## config.mk

```make
export PLATFORM = sky130hd
export DESIGN_NAME = elevator_ctrl
export DESIGN_NICKNAME = d
export VERILOG_FILES = /design/src/rtl/elevator_ctrl.sv
export SDC_FILE = /design/constraint.sdc
export NUM_CORES = 1
export LEC_CHECK = 0
export ABC_CLOCK_PERIOD_IN_PS = 2450
export CORE_MARGIN = 2
export CORE_UTILIZATION = 50
export DETAILED_ROUTE_END_ITERATION = 7
export PLACE_DENSITY = 0.75
export RECOVER_POWER = 100
export SYNTH_ARGS = -nofsm -noshare
export SYNTH_HDL_FRONTEND = slang
export SYNTH_SLANG_ARGS = --single-unit
```

## constraint.sdc

```tcl
create_clock -name i_clock -period 2.45 [get_ports i_clock]
set_input_delay 0.6125 -clock i_clock [delete_from_list [all_inputs] [get_ports i_clock]]
set_output_delay 0.6125 -clock i_clock [all_outputs]
set_load 0.05 [all_outputs]
```

## src/rtl/elevator_ctrl.sv

```systemverilog
// Collective-SCAN elevator car/door scheduler; all outputs registered, requests act one edge after latching.
// No backpressure: calls are absorbed every edge, travel/dwell timed by free-running clear-when-idle counters.
module elevator_ctrl #(
    parameter int pFLOORS     = 4,
    parameter int pFLOOR_BITS = 2,
    parameter int pMOVE_BITS  = 5,
    parameter int pDOOR_BITS  = 6
) (
    input  logic                   i_clock,
    input  logic                   i_rst_n,
    input  logic [pFLOORS-1:0]     i_req,
    input  logic                   i_door_hold,
    output logic [pFLOOR_BITS-1:0] o_floor,
    output logic                   o_moving_up,
    output logic                   o_moving_down,
    output logic                   o_door_open,
    output logic                   o_arrive,
    output logic [pFLOORS-1:0]     o_pending
);

    typedef enum logic [1:0] {
        IDLE      = 2'd0,
        MOVE_UP   = 2'd1,
        MOVE_DOWN = 2'd2,
        DOOR_OPEN = 2'd3
    } state_t;

    localparam logic DIR_UP   = 1'b1;
    localparam logic DIR_DOWN = 1'b0;

    state_t                   state, state_nxt;
    logic                     dir, dir_nxt;
    logic [pFLOOR_BITS-1:0]   floor_nxt;
    logic [pFLOORS-1:0]       clr;
    logic                     arrive_nxt;
    logic [pMOVE_BITS-1:0]    move_cnt;
    logic [pDOOR_BITS-1:0]    door_cnt;

    logic [pFLOOR_BITS-1:0]   floor_up, floor_dn;
    logic                     here, above, below;
    logic                     up_above, up_below, dn_above, dn_below;
    logic                     go_any, go_up;
    logic                     moving, move_done, door_done;

    function automatic logic any_above(input logic [pFLOORS-1:0] p,
                                       input logic [pFLOOR_BITS-1:0] f);
        logic r;
        r = 1'b0;
        for (int i = 0; i < pFLOORS; i++)
            if (i > int'(f) && p[i]) r = 1'b1;
        return r;
    endfunction

    function automatic logic any_below(input logic [pFLOORS-1:0] p,
                                       input logic [pFLOOR_BITS-1:0] f);
        logic r;
        r = 1'b0;
        for (int i = 0; i < pFLOORS; i++)
            if (i < int'(f) && p[i]) r = 1'b1;
        return r;
    endfunction

    // Request terminology relative to the current floor and to the floor a step lands on.
    always_comb begin
        floor_up  = o_floor + 1'b1;
        floor_dn  = o_floor - 1'b1;
        here      = o_pending[o_floor];
        above     = any_above(o_pending, o_floor);
        below     = any_below(o_pending, o_floor);
        up_above  = any_above(o_pending, floor_up);
        up_below  = any_below(o_pending, floor_up);
        dn_above  = any_above(o_pending, floor_dn);
        dn_below  = any_below(o_pending, floor_dn);
        go_any    = above | below;
        go_up     = (above && below) ? (dir == DIR_UP) : above;
        moving    = (state == MOVE_UP) || (state == MOVE_DOWN);
        move_done = moving && (&move_cnt);
        door_done = (state == DOOR_OPEN) && (&door_cnt) && !i_door_hold;
    end

    // State register
    always_ff @(posedge i_clock or negedge i_rst_n) begin
        if (!i_rst_n) state <= IDLE;
        else          state <= state_nxt;
    end

    // Next-state and serve decisions
    always_comb begin
        state_nxt  = state;
        dir_nxt    = dir;
        floor_nxt  = o_floor;
        clr        = '0;
        arrive_nxt = 1'b0;
        case (state)
            IDLE: begin
                if (here) begin
                    state_nxt    = DOOR_OPEN;
                    clr[o_floor] = 1'b1;
                end else if (go_any) begin
                    state_nxt = go_up ? MOVE_UP : MOVE_DOWN;
                    dir_nxt   = go_up ? DIR_UP : DIR_DOWN;
                end
            end
            MOVE_UP: begin
                if (move_done) begin
                    floor_nxt  = floor_up;
                    arrive_nxt = 1'b1;
                    if (o_pending[floor_up]) begin
                        state_nxt     = DOOR_OPEN;
                        clr[floor_up] = 1'b1;
                    end else if (up_above) begin
                        state_nxt = MOVE_UP;
                    end else if (up_below) begin
                        state_nxt = MOVE_DOWN;
                        dir_nxt   = DIR_DOWN;
                    end else begin
                        state_nxt = IDLE;
                    end
                end
            end
            MOVE_DOWN: begin
                if (move_done) begin
                    floor_nxt  = floor_dn;
                    arrive_nxt = 1'b1;
                    if (o_pending[floor_dn]) begin
                        state_nxt     = DOOR_OPEN;
                        clr[floor_dn] = 1'b1;
                    end else if (dn_below) begin
                        state_nxt = MOVE_DOWN;
                    end else if (dn_above) begin
                        state_nxt = MOVE_UP;
                        dir_nxt   = DIR_UP;
                    end else begin
                        state_nxt = IDLE;
                    end
                end
            end
            DOOR_OPEN: begin
                // Calls for the open floor are swallowed while the door is open.
                clr[o_floor] = 1'b1;
                if (door_done) begin
                    if (go_any) begin
                        state_nxt = go_up ? MOVE_UP : MOVE_DOWN;
                        dir_nxt   = go_up ? DIR_UP : DIR_DOWN;
                    end else begin
                        state_nxt = IDLE;
                    end
                end
            end
            default: state_nxt = IDLE;
        endcase
    end

    always_ff @(posedge i_clock or negedge i_rst_n) begin
        if (!i_rst_n) begin
            o_floor   <= '0;
            o_pending <= '0;
            o_arrive  <= 1'b0;
            dir       <= DIR_UP;
            move_cnt  <= '0;
            door_cnt  <= '0;
        end else begin
            o_floor   <= floor_nxt;
            o_pending <= (o_pending | i_req) & ~clr;
            o_arrive  <= arrive_nxt;
            dir       <= dir_nxt;
            move_cnt  <= moving ? move_cnt + 1'b1 : '0;
            door_cnt  <= (state == DOOR_OPEN && !i_door_hold) ? door_cnt + 1'b1 : '0;
        end
    end

    // Motion/door flags are pure decodes of the state register
    always_comb begin
        o_moving_up   = (state == MOVE_UP);
        o_moving_down = (state == MOVE_DOWN);
        o_door_open   = (state == DOOR_OPEN);
    end

endmodule

```

==> impl_metrics.py <==
metrics = {
    "floorplan": {
        "core-area_mm2": 0.003003,
        "initial_core_util_pct": 51.38,
        "floorplan.io_pins": 17,
        "chipWidth_um": 59.55,
        "dieHeight_um": 59.55,
        "core.rowCount": 20,
        "die_area_mm2": 0.003546,
    },
    "timing": {
        "rsz0062_at_grt": "no",
        "setup_ws_ns": 0.06926,
        "skew_ns": 0.002057,
        "fmax_ghz": 0.4200,
        "hold_violations": 0,
        "relSlewSlack_pct": 23.28,
        "setup_viol": 0,
        "worstMarginPinSlew_ns": 1.151,
        "setup_tns_ns": 0,
        "min_period_ns": 2.381,
        "final_max_slew_viol_count": 0,
        "fin_crit_sh_pct": 97.17,
        "hold-worst-slack_ns": 0.4618,
    },
    "route": {
        "remaining_drc_errors": 0,
        "dr.pass1.iters": 4,
        "via_per_inst": 6.005,
        "wl_per_cell_um": 15.05,
        "ant_nets": 0,
        "drtIter0Drc": 75,
        "vias": 1303,
        "drt_wl_total_um": 3265,
    },
    "setup_path": {
        "crit_type": "register to primary output",
        "startpoint_type": "register",
        "worstPathArrival_ns": 1.77,
        "crit_path_max_fanout": 9,
        "reg2reg_slack_ns": 0.12,
        "required_ns": 1.84,
        "cp-end-kind": "primary output",
    },
    "cells_and_area": {
        "fillers": 268,
        "multi_input_area_um2": 938.4,
        "syn_to_final_growth_pct": 13.63,
        "seqCellArea_um2": 534.3,
        "fin_nets": 208,
        "diodes": 0,
        "drive_above_1_share_pct": 10.87,
    },
    "power_and_ir_drop": {
        "p_leak_nw": 0.7543,
        "irDropWorstVdd_mv": 0.3410,
        "p_per_area_mw_per_mm2": 805.9,
    },
    "global_routing": {
        "antenna_found_initial": 0,
        "grt_pass1_wl_um": 5623,
        "track_usage_pct": 20.99,
        "grt_max_degree": 22,
        "overflow": 0,
        "first_global_vias": 1227,
    },
    "min_path": {
        "hold_class": "register to register",
    },
    "clocking": {
        "cts_max_path_buffers": 2,
        "cts_tree": "done",
        "root_buffer": "clkbuf_4",
        "numCtsBuffers": 3,
        "worstSkewPairLatency_ns": 0.31,
        "htree_num_levels": 1,
        "cts_sinks": 21,
        "clk_pin_slew_ns": 0.12,
    },
    "synthesis": {
        "synth_edf_count": 0,
        "synthDistinctLibCells": 46,
        "syn_inst": 166,
        "synth_ff_type": "dfrtp_1",
        "netlist_area_mm2": 0.001543,
        "synth.top_cell.area_share_pct": 32.44,
        "synth_seq_area_share_pct": 34.14,
        "synth.area.top_cells": "dfrtp_1 32%, ha_1 13%, o21ai_0 4.2%, nor2_1 4.1%, a22oi_1 3.9%",
        "yosysWarnings": 0,
        "postSynthAreaPerCell_um2": 9.294,
        "syn_nets": 189,
        "async_reset_ff_share_pct": 100.0,
        "ys_seq_elements": 21,
        "yosys.area.top_type": "dfrtp_1",
    },
    "run_status": {
        "status": "finished clean",
    },
    "placed_design": {
        "dp_hpwl_um": 2515,
        "gp_congestion": 0.9194,
        "place_ws_ns": 0.05547,
        "io_buffers": 16,
    },
    "run": {
        "max-cap-violations": 0,
    },
}
## registers in the layout, summed over array words and instances (netlist names)
signal and count:
o_arrive 1, state 2, move_cnt 5, o_floor 2, dir 1, o_pending 4, door_cnt 6
## area by class of cell
cell class | instances | area share, %
flip-flops and latches | 21 | 30.48
well taps | 33 | 2.355
repair buffers | 20 | 9.565
clock buffers | 4 | 1.499
multi-input cells | 127 | 53.53
inverters | 12 | 2.570
## cell families (layout without fill, tap and decap cells)
group,after synthesis,count (layout),synth area share [%]
multiplexers,5,5,6.326
AND/OR/NAND/NOR,55,55,17.19
XOR/XNOR,6,6,3.407
buffers and inverters,18,36,5.028
flip-flops,21,21,34.14
AO/OA/AOI/OAI,45,45,20.93
adder cells (fa/ha/maj),16,16,12.98
## placed cells by master (no fill, tap or decap), drive strengths merged, types with 2 or more instances in the layout
master / count
o31ai: 4
and2: 2
a211oi: 2
mux4: 3
inv: 12
nor2b: 3
nand3: 4
o21ai: 13
nor2: 17
and3: 5
o21bai: 2
clkdlybuf4s50: 8
dlygate4sd3: 5
a22oi: 8
nand2: 15
a222oi: 2
clkbuf: 10
mux2: 2
xnor2: 3
xor2: 3
nand2b: 3
a21oi: 3
ha: 16
dfrtp: 20
## Yosys cell counts, drive strengths merged (4+ instances only)
cell type / instances
a22oi: 8
and3: 5
dfrtp: 20
ha: 16
inv: 12
nand2: 15
nand3: 4
nor2: 17
o21ai: 13
o31ai: 4
## per-layer routing
metal / vias up / global-route usage, % / part of all wire [%]
met3: 6 / 3.275 / 4.1
met5: - / 0 / 0
met1: 624 / 28.30 / 44
met2: 38 / 34.07 / 50
met4: 0 / 7.619 / 1.6
li1: 635 / - / -
## final timing paths
| path | startpoint | endpoint | cells after the start |
|---|---|---|---|
| max | o_floor[0] | o_floor[0] | 2 |
| min | move_cnt[0] | move_cnt[0] | 1 |
| max reg2reg | o_floor[1] | state[1] | 6 |
| min reg2reg | move_cnt[0] | move_cnt[0] | 1 |
| max in group asynchronous | i_rst_n | o_floor[0] | 2 |
| min in group asynchronous | i_rst_n | state[1] | 2 |
## worst max-delay path, cell delays in order, from the launching register on
cell             delay, ns
dfrtp_4               0.43
clkbuf_4              0.21
clkdlybuf4s50_1       0.82
## stage by stage
stage	instances	util, %	instance area (um^2)	power, mW
final	217	58.38	1753	1.413
after floorplan	166	-	1548	1.063
after detailed placement	213	57.92	1739	1.280
after CTS	217	58.79	1765	1.455
after global routing	217	58.38	1753	1.536
after global placement	213	57.92	1739	1.254
## repair_timing
| item | in CTS | in global routing |
|---|---|---|
| resized for setup | 0 | 2 |
| setup endpoints to repair | 0 | 2 |
| hold buffers | 0 | 0 |
| setup buffers | 0 | 0 |
## power by group
group	leakage [nW]	internal, mW	switching [mW]
Combinational	0.478	0.276	0.478
Sequential	0.261	0.418	0.0660
Clock	0.0150	0.0636	0.111
Total	0.754	0.758	0.655
No activity file was read; power rests on OpenSTA's default activity.
